==> config.mk <==
export PLATFORM = sky130hd
export DESIGN_NAME = pipe_reg_skid
export DESIGN_NICKNAME = d
export VERILOG_FILES = /design/src/rtl/pipe_reg_skid.sv
export SDC_FILE = /design/constraint.sdc
export NUM_CORES = 1
export LEC_CHECK = 0
export BUFFER_PORTS_ARGS = -buffer_cell sky130_fd_sc_hd__buf_2
export CORE_MARGIN = 10
export CORE_UTILIZATION = 33
export DETAILED_ROUTE_END_ITERATION = 16
export PLACE_DENSITY = 0.58
export SLEW_MARGIN = 20
export SYNTH_ARGS = -nofsm -noshare
export SYNTH_HDL_FRONTEND = slang
export SYNTH_SLANG_ARGS = --single-unit
==> constraint.sdc <==
create_clock -name clock -period 3.86 [get_ports clock]
set_input_delay 0.386 -clock clock [delete_from_list [all_inputs] [get_ports clock]]
set_output_delay 0.386 -clock clock [all_outputs]
set_load 0.03 [all_outputs]
==> src/rtl/pipe_reg_skid.sv <==
// pipe_reg_skid: interstage pipeline register with a valid/ready handshake.
// A one-entry skid buffer keeps in_ready registered. The block also has a
// synchronous squash (flush) and a saturating back-pressure counter.
// Use one instance per pipeline boundary (ID/EX, EX/MEM, MEM/WB).
//
// Ports
//   clock, reset          rising-edge clock; synchronous active-high reset
//   flush                 squash every held entry on this edge
//   in_valid / in_ready   upstream handshake (in_ready registered, 0 in reset)
//   in_ctrl, in_data0, in_data1, in_rd      upstream payload
//   out_valid / out_ready downstream handshake (out_valid = main entry valid)
//   out_ctrl, out_data0, out_data1, out_rd  main entry payload
//   stall_cnt             cycles with out_valid & !out_ready, saturating
module pipe_reg_skid #(
    parameter int unsigned CTRL_W = 2,
    parameter int unsigned DATA_W = 32,
    parameter int unsigned REG_W  = 5,
    parameter int unsigned CNT_W  = 16
) (
    input  logic              clock,
    input  logic              reset,
    input  logic              flush,
    input  logic              in_valid,
    output logic              in_ready,
    input  logic [CTRL_W-1:0] in_ctrl,
    input  logic [DATA_W-1:0] in_data0,
    input  logic [DATA_W-1:0] in_data1,
    input  logic [REG_W-1:0]  in_rd,
    output logic              out_valid,
    input  logic              out_ready,
    output logic [CTRL_W-1:0] out_ctrl,
    output logic [DATA_W-1:0] out_data0,
    output logic [DATA_W-1:0] out_data1,
    output logic [REG_W-1:0]  out_rd,
    output logic [CNT_W-1:0]  stall_cnt
);

    // One pipeline entry as held in either register.
    typedef struct packed {
        logic [CTRL_W-1:0] ctrl;
        logic [DATA_W-1:0] data0;
        logic [DATA_W-1:0] data1;
        logic [REG_W-1:0]  rd;
    } entry_t;

    // Occupancy encoding. "Skid full, main empty" has no encoding at all,
    // so it cannot be reached.
    typedef enum logic [1:0] {
        EMPTY = 2'd0,
        ONE   = 2'd1,
        TWO   = 2'd2
    } state_t;

    localparam logic [CNT_W-1:0] CNT_MAX = {CNT_W{1'b1}};

    state_t           state_q, state_d;
    entry_t           m_q, m_d;
    entry_t           s_q, s_d;
    entry_t           in_entry_c;
    logic             rdy_q;
    logic [CNT_W-1:0] stall_q;
    logic             m_v_c;
    logic             accept_c;
    logic             consume_c;
    logic             stall_inc_c;

    assign in_entry_c = '{ctrl: in_ctrl, data0: in_data0, data1: in_data1, rd: in_rd};

    assign m_v_c       = (state_q != EMPTY);
    assign accept_c    = in_valid & in_ready;
    assign consume_c   = m_v_c & out_ready;
    assign stall_inc_c = m_v_c & ~out_ready & ~flush;

    // rdy_q mirrors !skid_valid one register ahead. It is gated with reset
    // so that upstream sees 0 during reset and 1 on the first cycle after.
    assign in_ready  = rdy_q & ~reset;
    assign out_valid = m_v_c;
    assign out_ctrl  = m_q.ctrl;
    assign out_data0 = m_q.data0;
    assign out_data1 = m_q.data1;
    assign out_rd    = m_q.rd;
    assign stall_cnt = stall_q;

    // Next occupancy and payload. Payload only moves with its valid bit,
    // except that flush clears the ctrl fields so no write-back can fire.
    always_comb begin
        state_d = state_q;
        m_d     = m_q;
        s_d     = s_q;
        if (flush) begin
            state_d = EMPTY;
            m_d.ctrl = '0;
            s_d.ctrl = '0;
        end else begin
            unique case (state_q)
                EMPTY: begin
                    if (accept_c) begin
                        m_d     = in_entry_c;
                        state_d = ONE;
                    end
                end
                ONE: begin
                    if (accept_c && consume_c) begin
                        m_d = in_entry_c;
                    end else if (accept_c) begin
                        s_d     = in_entry_c;
                        state_d = TWO;
                    end else if (consume_c) begin
                        state_d = EMPTY;
                    end
                end
                TWO: begin
                    // in_ready is low here, so the skid entry is promoted first.
                    if (consume_c) begin
                        m_d     = s_q;
                        state_d = ONE;
                    end
                end
                default: begin
                    state_d = EMPTY;
                end
            endcase
        end
    end

    // State, payload, ready and stall counter registers.
    always_ff @(posedge clock) begin
        if (reset) begin
            state_q <= EMPTY;
            m_q     <= '0;
            s_q     <= '0;
            rdy_q   <= 1'b1;
            stall_q <= '0;
        end else begin
            state_q <= state_d;
            m_q     <= m_d;
            s_q     <= s_d;
            rdy_q   <= (state_d != TWO);
            if (stall_inc_c && (stall_q != CNT_MAX)) begin
                stall_q <= stall_q + CNT_W'(1);
            end
        end
    end

endmodule

# Yosys cells after proc, flatten, opt, wreduce, memory -nomap -nowiden
# Index checks and enable logic that the tools add are counted.
dict set report word_totals {
  ff_bits 161
  input_bits 76
  output_inout_bits 89
  wordCells 49
}
dict set report classes {
  n_addsub 1
  eq_ne 7
  mux 11
  bitwise 9
  reduce_logical 10
}
# cell count
set ops {}
lappend ops {{71-bit two-way mux} 3}
lappend ops {{71-bit one-hot mux with 3 select lines} 1}
lappend ops {{16-bit by 1-bit adder with 16-bit output, second input constant} 1}
lappend ops {{16-bit != test, second input constant} 1}
lappend ops {{2-bit two-way mux} 6}
lappend ops {{2-bit != test, second input constant} 4}
lappend ops {{4-bit AND reduction} 2}
lappend ops {{2-bit one-hot mux with 3 select lines} 1}
lappend ops {{1-bit AND} 5}
lappend ops {{5-bit AND reduction} 1}
lappend ops {{1-bit NOT} 4}
lappend ops {{3-bit AND reduction} 1}
lappend ops {{3-bit nonzero test} 1}
lappend ops {{2-bit by 1-bit equality test with 1-bit output, second input constant} 1}
lappend ops {{2-bit equality test, second input constant} 1}
lappend ops {{1-bit logical AND} 2}
lappend ops {{2-bit zero test} 1}
lappend ops {{2-bit nonzero test} 1}
lappend ops {{2-bit OR reduction} 1}

# Longest topological paths before layout
# Gate-level depths: netlist of run 1.
dict set report logic_depth {
  ltp_word 8
  mapped_depth 7
  depth_no_buf 5
}

# Worst setup path before layout of run 1
# No wires, ideal clock.
dict set report synth_path {
  kind {register -> register}
  from {register stall_q[0], in the netlist stall_cnt[0]}
  to {register stall_q[5], in the netlist stall_cnt[5]}
  setup_ps 121
  t_arrival_ps 1921
  slack_ps 1818
  path_stages_with_launch 7
  period_less_slack_ps 2042
  cell_sequence {dfxtp_1 -> ha_1 -> nand3_1 -> nor4_4 -> buf_6 -> nor4_1 -> mux2_2}
}
dict set report synth_between {
  elab_chain_len 2
}
# item line_no
set synth_rtl {}
lappend synth_rtl {{start, declared} 61} ;# logic [CNT_W-1:0] stall_q;
lappend synth_rtl {{start signal, assigned} 140} ;# stall_q <= stall_q + CNT_W'(1);
lappend synth_rtl {{branches (longest 2 deep; another with 16-bit by 1-bit adder with 16-bit output)} -}
# Several ways; the timed one is not identified.
# A chain may end at the register's enable or synchronous reset.

# Worst setup path after layout of run 1
dict set report layout_path {
  from {register state_q[1]}
  to {register s_q[63] (netlist name)}
}
dict set report layout_between {
  elab_chain_len 5
}
# item line_no
set layout_rtl {}
lappend layout_rtl {{start, declared} 56} ;# state_t state_q, state_d;
lappend layout_rtl {{start signal, assigned} 135} ;# state_q <= state_d;
lappend layout_rtl {{2-bit nonzero test} 69} ;# assign m_v_c = (state_q != EMPTY);
lappend layout_rtl {{1-bit AND} 71} ;# assign consume_c = m_v_c & out_ready;
lappend layout_rtl {{1-bit logical AND} 103} ;# if (accept_c && consume_c) begin
lappend layout_rtl {{1-bit NOT (no line)} -}
lappend layout_rtl {{4-bit AND reduction (no line) (*)} -}
lappend layout_rtl {{end signal, assigned} 131} ;# s_q <= '0;
lappend layout_rtl {{end signal, assigned} 137} ;# s_q <= s_d;
lappend layout_rtl {{end, declared} 58} ;# entry_t s_q, s_d;
# Every way passes the cells marked *; elsewhere a longest branch is shown, timed or not.

==> results.md, run 1 <==
- The hold slack is 0.216 ns.
- The summed negative setup slack over all endpoints is 0 ns.
- The origin of the worst setup path is state_q[1].
- The ratio of cells with drive above 1 in the final layout is 0.245.
- The die area is 27,000 um2.
- The analysis attributes to cell leakage a power of approximately 3.6 nW.
- The final count of hold timing violations is 0.
- The category of the worst setup path capture point is a flip-flop.
- The mapped netlist covers 6870 um2.
- The detail route stage leaves a number of antenna-violating nets equal to 0.
- The die height is roughly 160 um.
- Setup violations remaining at the end of the flow were counted as 0.
- The max-slew headroom at the worst pin is 0.364.
- The wire length of the first global-routing pass is 30.8 mm.
- The worst flop-to-flop path endpoint is s_q[63].
- The worst path buffer plus inverter count is 1.
- The total congestion overflow is 0.
- In this run, distinct cell masters in the synthesized netlist total 42.
- The number of nets produced by synthesis is 835.
- The setup path with the least slack is of type flip-flop to flip-flop.
- The maximum number of buffers from clock root to sink is 2.
- The amount of wire on met2 after detailed routing is 8.91 mm.
- The top cell types in the final layout, fill and taps aside, are sky130_fd_sc_hd__buf_2 (163), sky130_fd_sc_hd__dfxtp_1 (161), sky130_fd_sc_hd__a21oi_1 (149).
- The class of the tightest hold or removal check is primary input to flip-flop.
- The clock drives 161 sinks.
- The wire length on met1 is 8.94 mm.
- The total routed wirelength is 19.1 mm.
- By area, the combinational part of the netlist is dominated by compound AO/OA/AOI/OAI gates.
- In this run the tool buffered the top-level ports with 164 buffer cells.
- The maximum clock frequency is 416 MHz.
- The share of synthesized area in the top cell type comes to 0.469.
- Setup repair after global routing left no endpoint under its margin.
- For this design the ratio of total power to cell area is 455 nW/um2.
- The detailed router finished its first iteration with 403 violations.
- The residual DRC count is 0.
- Leaving out fill and tap cells, the most frequent cell in the layout is sky130_fd_sc_hd__buf_2.
- The cell taking the most area after synthesis is sky130_fd_sc_hd__dfxtp_1.
- Of the total synthesized cell area, the portion taken by full adders, half adders and majority gates is 0.00182.
- The portion of synthesized area spent on multiplexers is 0.115.
- After detailed routing, the met3 layer carries between 1 and 1.5 mm of wire.
- The number of pins with negative max-slew slack in the final report came to 0.
- OpenSTA, run right after detailed placement, puts the worst setup slack at 1.38 ns.
- The source of the worst register-to-register timing path is state_q[1].
- Row generation in the floorplan step produced 52 rows.
- The clock slew seen by the registers of the worst setup and hold paths is about 0.070 ns.
- The die boundary width is around 160 um.
- The net count of the finished layout is between 900 and 1k.
- The time the final worst path needs with I/O delays and setup is 2.41 ns.
- For this run, the total global-route usage over all layers was measured as 0.140.
- The signal on the critical path passes through nand4b_1 -> or4_2 -> buf_4 -> nand2_1 -> a21oi_1.
- The kind of cell adding the most delay to the critical path is simple AND/OR/NAND/NOR gates.
- The run finished with clean final reports.
- At the worst endpoint, the arrival time is ~2.7 ns.
- The critical path required time is a little over 4 ns.
- The worst-skew pair later-pin latency is slightly above 0.4 ns.
- The half-perimeter wire length after placement is 12.2 mm.
- On the critical path, the stage with the largest delay is an instance of sky130_fd_sc_hd__or4_2.
- The synthesized design contains 0 enable-type register cells.
- The synthesized-area fraction occupied by ao, oa, aoi and oai cells is 0.217.
- The setup slack on the worst flop-to-flop path is around 1.5 ns.
- By area the synthesized netlist is led by sky130_fd_sc_hd__dfxtp_1 (47%), sky130_fd_sc_hd__a21oi_1 (11%), sky130_fd_sc_hd__mux2i_1 (11%), sky130_fd_sc_hd__a311oi_1 (8.8%), sky130_fd_sc_hd__nand2_1 (7.8%).
- The area growth from synthesis to layout is 21.5%.
- The clock tree from TritonCTS is yes.
- The synthesized flop and latch total is 161.
- Once the clock tree was built, the setup fixing pass inserted 0 buffers.
- The largest stage delay on the critical path is 0.93 ns.
- The routability congestion estimate from global placement is 0.808.
- In the finished design, the share of the clock period the worst path needs comes to 0.623.
- The H-tree depth is 4.
- The initial antenna violation count is 1.
- In this run the worst setup path terminates at s_q[63].
- Of the total synthesized cell area, the portion taken by AND, OR, NAND and NOR gates is 0.138.
- In this run the worst path has a maximum fanout of 42.
- Clock tree synthesis selected as its root buffer the cell sky130_fd_sc_hd__clkbuf_16.
- The CTS buffer count is 17.
- The transition time at the pin with the least slew margin is 0.955 ns.
- The average routed wire per standard cell is between 15 and 20 um.
- The peak supply drop is 268 uV.
- Among all flip-flop cells after synthesis, the most frequent one is sky130_fd_sc_hd__dfxtp_1.
- The max-cap check violation count is 0.
- The uppermost layer routed is met4.
- The number of gates given a new drive strength after cts is 0.
- The worst setup path is launched from a flip-flop.
- The number of cells on the critical path is 5.
- The routed layout has around 5.9k vias.
- The post-synthesis sequential area ratio is 0.469.
- The mean instance size in the synthesized netlist is about 9 um2.
- For this design, the CTS-stage hold fixing added 0 buffers.
- Pin placement for this block handled 165 I/O pins.
- The clock tree skew after final layout is 0.00694 ns.
- Of the total synthesized cell area, the portion taken by XOR and XNOR cells is 0.
- Dividing the detail-routed via count by the number of cells gives between 5 and 6.
- The initial core utilization is 0.337.
- The placeable core area is 20,400 um2.
- The number of global-route vias before repair is 5,633.
- The largest net degree at the start of global routing is 144.
- The gate count after technology mapping is 758.
- The number of iterations in the first detailed-routing pass is 5.
- The fraction of synthesis flops using an asynchronous set or reset pin is 0.
- The number of cells on the worst reg-to-reg path is 5.
- The minimum setup slack in the final design is 1.45 ns.
- The count of synthesis-stage warnings from yosys is 0.
[flip-flops by register name (all words and copies together), names as in the netlist]
signal and flops:
stall_cnt 16, rdy_q 1, s_q 71, out_data1 32
out_ctrl 2, out_rd 5, out_data0 32, state_q 2
[synthesized netlist by cell type (5+ instances only)]
master                     instances
sky130_fd_sc_hd__mux2i_1          73
sky130_fd_sc_hd__nor2_1           13
sky130_fd_sc_hd__inv_1             5
sky130_fd_sc_hd__a21oi_1         149
sky130_fd_sc_hd__nand2_1         142
sky130_fd_sc_hd__buf_2            18
sky130_fd_sc_hd__nor2b_1           7
sky130_fd_sc_hd__buf_6            11
sky130_fd_sc_hd__mux2_2            5
sky130_fd_sc_hd__dfxtp_1         161
sky130_fd_sc_hd__a311oi_1         69
sky130_fd_sc_hd__o31ai_1           6
sky130_fd_sc_hd__or4_1             7
sky130_fd_sc_hd__nand3_1           6
sky130_fd_sc_hd__clkbuf_1         39
[logic make-up (layout without fill, tap and decap cells)]
| kind of cell | Yosys count | in the layout |
|---|---|---|
| other | 0 | 1 |
| muxes | 78 | 78 |
| buffers and inverters | 79 | 209 |
| AOI/OAI and AO/OA | 234 | 234 |
| DFF | 161 | 161 |
| and+or+nand+nor | 205 | 205 |
| adders and majority gates | 1 | 1 |
[how the worst min path moves through the flow]
stage                       from      end  cells after the start
global route         in_data0[9]  s_q[46]                      3
finish              in_data0[10]  s_q[47]                      3
detailed placement       s_q[18]  s_q[18]                      2
global placement         s_q[37]  s_q[37]                      2
CTS                 in_data0[10]  s_q[47]                      3
floorplan                 s_q[0]   s_q[0]                      2
[metrics by stage]
step                      utilization  instance area [um2]  std cells  power, mW
after global routing            0.410                 8340       1158       3.96
after detailed placement        0.380                 7740       1126       2.13
after CTS                       0.410                 8340       1158       3.85
after global placement          0.380                 7740       1126       2.13
final                           0.410                 8350       1159       3.80
after floorplan                     -                 6870        758       2.00
[per-layer routing]
layer	GRT usage	vias up
met1	0.182	2716
met4	0.0443	0
met5	0	-
met2	0.222	128
met3	0.0378	12
li1	-	2996
[tightest hold or removal path: stages]
cell	delay [ns]
sky130_fd_sc_hd__buf_2	0.10
sky130_fd_sc_hd__nand2_1	0.05
sky130_fd_sc_hd__a21oi_1	0.05
[final cells by class]
cell class,instances,area [um2]
antenna,1,2.50
clock buffer,22,474
clock inverter,10,125
fill,2071,12000
inverter,5,21.3
multi-input combinational,518,3250
sequential,161,3220
tap,270,338
timing repair buffer,172,908
[power by group]
| part | internal (mW) | switching, mW |
|---|---|---|
| clock | 1.01 | 0.694 |
| combinational | 0.117 | 0.246 |
| sequential | 1.70 | 0.0225 |
| total | 2.83 | 0.963 |
No activity file was read; power rests on OpenSTA's default activity.
==> run 2, diff against run 1 <==
==> constraint.sdc (replaced) <==
create_clock -name clock -period 2.25 [get_ports clock]
set_input_delay 0.225 -clock clock [delete_from_list [all_inputs] [get_ports clock]]
set_output_delay 0.225 -clock clock [all_outputs]
set_load 0.03 [all_outputs]
==> results.md, run 2 (same netlist as run 1, synthesis figures left out) <==
- After clock tree synthesis, the clock-pin slew on the worst setup and hold paths is roughly 0.07 ns.
- The wire length of the first global-routing pass is about 30 mm.
- The register with the most flip-flops in the layout has 71 of them.
- The run finished with clean final reports.
- Setup repair after global routing left no endpoint under its margin.
- The number of pins with negative max-slew slack in the final report was 0.
- The number of buffer cells added on primary ports is 164.
- The hold slack is 0.0510 ns.
- The worst setup slack before clock tree synthesis is 0.306 ns.
- The maximum number of buffers from clock root to sink is 2.
- Of the available clock period, the critical path in the final layout requires 0.877.
- The initial antenna violation count came to 3.
- The total congestion overflow is 0.
- The die height is 164 um.
- The average routed wire per standard cell is about 16 um.
- The share of total power in sequential cells is 0.457.
- The tightest min-delay check is of the primary input to flip-flop type.
- The aggregate global-route resource usage is 0.140.
- Based on the critical path, the design can be clocked at up to 507 MHz.
- The analysis attributes to net switching a power of between 1.5 and 2 mW.
- The startpoint type of the worst setup path is a flip-flop.
- In this run the standard cell core region covers 20,400 um2.
- At the worst endpoint, the required time is 2.58 ns.
- For the pin with the worst max-slew slack, the measured transition is 0.879 ns.
- From left edge to right edge, the die measures 164 um.
- The H-tree depth is 4.
- The cell internal power dissipation is 4.78 mW.
- The post-CTS setup buffer count is 0.
- Setup violations remaining at the end of the flow were counted as 0.
- The power per standard cell area is 764 nW/um2.
- The total routed wirelength is 19.2 mm.
- For this configuration, the core starts out at a cell density of 0.337.
- In this run, post-CTS hold repair placed 0 buffers.
- The CTS buffer count is 17.
- The worst-skew pair later-pin latency is between 0.4 and 0.5 ns.
- The clock sink count is 161.
- STA puts the critical path data arrival time at 2.30 ns.
- In this run the clock root is driven by a sky130_fd_sc_hd__clkbuf_16.
- The summed negative setup slack over all endpoints is 0 ns.
- The time the final worst path needs with I/O delays and setup is slightly below 2 ns.
- The switching portion of total power is 0.262.
- The filler cells instantiated in the layout total 2,048.
- Of the cells placed in the final design, the portion with a size suffix greater than 1 is 0.254.
- Entering global routing, the biggest net connects 164 pins.
- TritonCTS built the clock tree.
- The clock group share of total power is 0.443.
- Summed over all nets, the half-perimeter wirelength after detailed placement is 12.3 mm.
- The static leakage is between 3 and 4 nW.
- The number of gates given a new drive strength after cts is 0.
- The first TritonRoute pass finished after 4 iterations.
- The number of top-level pins is 165.
- Dividing the detail-routed via count by the number of cells gives roughly 5.
- The routed via count is 5,907.
- The max-slew headroom at the worst pin is 0.414.
- After layout, the worst setup slack is 0.276 ns.
- The number of nets at the end of the flow is 959.
- Leaving out fill and tap cells, the most frequent cells in the layout are sky130_fd_sc_hd__buf_2 (163), sky130_fd_sc_hd__dfxtp_1 (161), sky130_fd_sc_hd__a21oi_1 (149).
- The die covers between 20,000 and 30,000 um2.
- The number of placement rows is 52.
- The routability congestion estimate from global placement is 0.787.
- The final count of hold timing violations came to 0.
- The maximum fanout along the worst path is 8.
- VDD sags by at most 468 uV.
- The clock tree skew after final layout is 0.00806 ns.
- The residual DRC count is 0.
- The category of the worst setup path capture point is a flip-flop.
- Across the run, the number of max-cap violations was 0.
- The relative area change from synthesis to final layout is 23.5%.
- The count of nets left with antenna violations after detail routing is 0.
- The share of total power dissipated in combinational logic is 0.100.
- The DRC marker count from the first detailed-route iteration is a little under 400.
- The number of global-route vias before repair was ~5.7k.
- The most common library cell in the layout ignoring fill and taps is sky130_fd_sc_hd__buf_2.
- The register ranked first by flip-flop count is s_q.
- The setup path with the least slack is of type flip-flop to flip-flop.
-- run 2: cell types whose count changed in the layout (fill, tap and decap cells not counted), sizes merged --
cell and delta:
buf +7, inv +3, clkbuf -2, bufinv -1, diode +1
-- run 2: metrics by stage --
stage,instance area (um2),cells,utilization,total power [mW]
final,8480,1167,0.416,6.48
after detailed placement,7880,1133,0.387,3.68
after CTS,8470,1165,0.416,6.59
after global placement,7880,1133,0.387,3.67
after global routing,8470,1165,0.416,6.77
after floorplan,6870,758,-,3.44
-- run 2: power by group through the flow --
stage | sequential, mW | clock (mW) | combinational [mW]
after global placement | 3.03 | 0 | 0.647
after detailed placement | 3.02 | 0 | 0.654
after global routing | 2.97 | 3.10 | 0.706
after CTS | 2.96 | 2.98 | 0.655
final | 2.96 | 2.87 | 0.647
after floorplan | 3.16 | 0 | 0.281
-- run 2: layer usage --
metal	global-route usage	vias to the layer above	part of all wire
met4	0.0516	2	0.015
met5	0	-	0.00068
met1	0.183	2737	0.47
li1	-	3023	-
met3	0.0380	16	0.055
met2	0.215	129	0.46
-- run 2: worst max-delay path: stages (launching register included) --
cell	delay [ns]
sky130_fd_sc_hd__dfxtp_1	0.44
sky130_fd_sc_hd__ha_1	0.25
sky130_fd_sc_hd__nand3_1	0.22
sky130_fd_sc_hd__or3_1	0.42
sky130_fd_sc_hd__or4_1	0.40
sky130_fd_sc_hd__a21oi_1	0.16
-- run 2: path summary, 6_finish.rpt --
check          startpoint            end  slack (ns)  cells after the start
max          stall_cnt[0]  stall_cnt[10]        0.28                      5
min          in_data1[18]        s_q[23]        0.05                      3
max reg2reg  stall_cnt[0]  stall_cnt[10]        0.28                      5
min reg2reg       s_q[26]        s_q[26]        0.45                      2
-- run 2: layout make-up --
cell class	count	area (um2)	area share
multi-input cells	518	3250	0.384
flip-flops and latches	161	3220	0.380
repair buffers	179	1050	0.124
clock buffers	20	467	0.0550
well taps	270	338	0.0398
clock inverters	12	124	0.0146
inverters	5	21.3	0.00251
diodes	2	5.00	0.000590
==> run 3, diff against run 2 <==
--- a/config.mk
+++ b/config.mk
@@ -7,9 +7,11 @@
 export LEC_CHECK = 0
 export BUFFER_PORTS_ARGS = -buffer_cell sky130_fd_sc_hd__buf_2
 export CORE_MARGIN = 10
-export CORE_UTILIZATION = 33
+export CORE_UTILIZATION = 53
+export CTS_CLUSTER_DIAMETER = 50
 export DETAILED_ROUTE_END_ITERATION = 16
-export PLACE_DENSITY = 0.58
+export GPL_TIMING_DRIVEN = 0
+export PLACE_DENSITY = 0.83
 export SLEW_MARGIN = 20
 export SYNTH_ARGS = -nofsm -noshare
 export SYNTH_HDL_FRONTEND = slang
==> results.md, run 3 (same netlist as run 1, synthesis figures left out) <==
- The flow ran to the end, and the final reports show no timing, DRC or antenna violations.
- STA classifies the critical path startpoint as a flip-flop.
- After layout, the minimum clock period comes to 2.07 ns.
- The slowest library cell on the worst path is sky130_fd_sc_hd__nor4_4.
- Of all nets on the critical path, the largest fanout is 10.
- The register with the most flip-flops in the layout has 71 of them.
- Data arrives at the worst endpoint at 2.41 ns.
- Of the cells placed in the final design, the portion with a size suffix greater than 1 is 0.249.
- After routing the design area is 8540 um2.
- For this run, the total global-route usage over all layers was measured as 0.215.
- The highest metal layer carrying signal wires in the routed design is met4.
- The critical path required time is 2.59 ns.
- Dividing the detail-routed via count by the number of cells gives 5.68.
- The placed instances occupy a cell area of between 7000 and 8000 um2.
- The worst path buffer plus inverter count is 2.
- The finished layout holds 1,127 standard cells, fillers aside.
- The peak supply drop is 473 uV.
- The register ranked first by flip-flop count is s_q.
- In this run the remaining antenna-violating nets after routing total 0.
- After clock tree synthesis, the setup repair step added 0 buffers.
- The residual DRC count is 0.
- The CTS buffer count is 17.
- The first detailed-routing pass took 5 iterations.
- Dividing the detail-routed wire length by the instance count gives 17.5 um.
- The power per standard cell area is 781 nW/um2.
- The core region is 12,700 um2.
- The clock tree from TritonCTS is yes.
- The transition time at the pin with the least slew margin is ~0.67 ns.
- The number of pins with negative max-slew slack in the final report is 0.
- The wire length on met1 is 8.41 mm.
- The number of buffer cells added on primary ports is 164.
- The initial core utilization is 0.542.
- Setup repair after global routing left no endpoint under its margin.
- The worst pin sits at a relative slew slack of 0.553.
- The H-tree depth is 4.
- The setup slack on the worst flop-to-flop path is 0.18 ns.
- Global routing finished with a remaining overflow of 0.
- Relative to the synthesized area, the layout overhead comes to 24.3%.
- The total setup violations reported at the end of the flow is 0.
- Clock tree synthesis selected as its root buffer the cell sky130_fd_sc_hd__clkbuf_16.
- In this run the static leakage power is 3.78 nW.
- The wire length of the first global-routing pass is 31.7 mm.
- The met3 wirelength from detailed routing is 1.43 mm.
- The number of placed instances with taps included is between 1k and 1.5k.
- Across the routed clock network, the largest skew measured is 0.00747 ns.
- In this run the horizontal extent of the chip is 134 um.
- The number of global-route vias before repair is between 6k and 7k.
- Clock-pin slew was measured on the worst setup and hold paths at roughly 0.06 ns.
- The die area is about 18,000 um2.
- The start-to-end type of the worst setup path is flip-flop to flip-flop.
- The kind of cell adding the most delay to the critical path is simple AND/OR/NAND/NOR gates.
- In this run the core area contains between 40 and 50 standard-cell rows.
- The signal on the critical path passes through nand4b_1 -> nor4_4 -> buf_2 -> buf_4 -> nand2_1 -> a21oi_1.
- For this run, the top clock speed supported by timing is 484 MHz.
- The largest stage delay on the critical path is between 0.5 and 0.6 ns.
- The DRC marker count from the first detailed-route iteration is 380.
- The maximum number of buffers from clock root to sink is 2.
- The hold slack is between 0.04 and 0.05 ns.
- After detailed routing, the total wire length is 19.7 mm.
- Entering global routing, the biggest net connects 17 pins.
- At the end of the flow, the number of nets in the layout was 1,018.
- The clock sink count is around 160.
- The min-delay analysis places its worst path in the category primary input to flip-flop.
- The max-cap check violation count is 0.
- The number of top-level pins is 165.
- The worst-skew pair later-pin latency is 0.42 ns.
- Of the available clock period, the critical path in the final layout requires 0.918.
- The final count of hold timing violations came to 0.
- The library cell used most frequently in the layout, excluding fill and tap cells, is sky130_fd_sc_hd__buf_2.
- Power comes to roughly 6.7 mW.
- Across all layers, the routed design uses 6,405 vias.
- The die height is 134 um.
- The routability congestion estimate from global placement is 0.919.
- The category of the worst setup path capture point is a flip-flop.
- Leaving out fill and tap cells, the most frequent cells in the layout are sky130_fd_sc_hd__buf_2 (182), sky130_fd_sc_hd__dfxtp_1 (161), sky130_fd_sc_hd__a21oi_1 (149).
- After detailed routing, the met2 layer carries 9.52 mm of wire.
- The initial antenna violation count came to 2.
- The half-perimeter wire length after placement is roughly 14 mm.
==> run 3: cell types whose count changed in the layout (fill, tap and decap cells not counted), moves of 2 or more <==
cell                         delta
sky130_fd_sc_hd__buf_1          +4
sky130_fd_sc_hd__buf_12         -9
sky130_fd_sc_hd__buf_2         +19
sky130_fd_sc_hd__buf_4          -5
sky130_fd_sc_hd__buf_6         +11
sky130_fd_sc_hd__bufinv_16      +3
sky130_fd_sc_hd__clkbuf_1      +41
sky130_fd_sc_hd__clkinv_2       +3
sky130_fd_sc_hd__clkinvlp_4     -2
sky130_fd_sc_hd__inv_6          -4
==> run 3: metal layers <==
metal / vias to the layer above / track usage
met5: - / 0
met1: 3007 / 0.264
met4: 0 / 0.0804
li1: 3131 / -
met3: 29 / 0.0597
met2: 238 / 0.350
==> run 3: final cells by class <==
| type | instances | area (um2) |
|---|---|---|
| Fill cell | 1065 | 4130 |
| Inverter | 5 | 18.8 |
| Timing Repair Buffer | 164 | 821 |
| Antenna cell | 2 | 5.00 |
| Buffer | 74 | 390 |
| Clock inverter | 10 | 159 |
| Clock buffer | 21 | 460 |
| Tap cell | 172 | 215 |
| Multi-Input combinational cell | 518 | 3240 |
| Sequential cell | 161 | 3220 |
==> run 3: repair_timing <==
| item | 4_1_cts | 5_1_grt |
|---|---|---|
| gates resized for setup | 1 | 0 |
| endpoints found under the hold margin | 0 | 0 |
| pin swaps | 0 | 1 |
| setup endpoints to repair | 57 | 1 |
| hold buffers | 0 | 0 |
==> run 3: through the flow <==
stage	worst slack, ns	setup TNS, ns	util
floorplan	0.208	0	-
global placement	-0.0700	-0.649	0.624
detailed placement	-0.0747	-0.645	0.624
CTS	0.0922	0	0.673
global route	0.0285	0	0.674
finish	0.183	0	0.674
==> run 3: report_power, final <==
part | internal [mW] | switching, mW | leakage (nW) | total [mW]
registers | 2.92 | 0.0439 | 1.31 | 2.97
logic | 0.224 | 0.449 | 2.18 | 0.674
clock network | 1.90 | 1.12 | 0.299 | 3.03
==> run 3: worst paths after layout <==
| path | startpoint | end | depth (start not counted) |
|---|---|---|---|
| setup reg to reg | state_q[1] | s_q[65] | 6 |
| hold reg to reg | s_q[10] | s_q[10] | 2 |
| hold / removal | in_data1[12] | s_q[17] | 3 |
| setup / recovery | state_q[1] | s_q[65] | 6 |
==> run 3: tightest hold or removal path, delay by kind of cell <==
kind            cells  cell delay [ns]
compound gates      1             0.05
buf+inv             1             0.10
simple gates        1             0.05
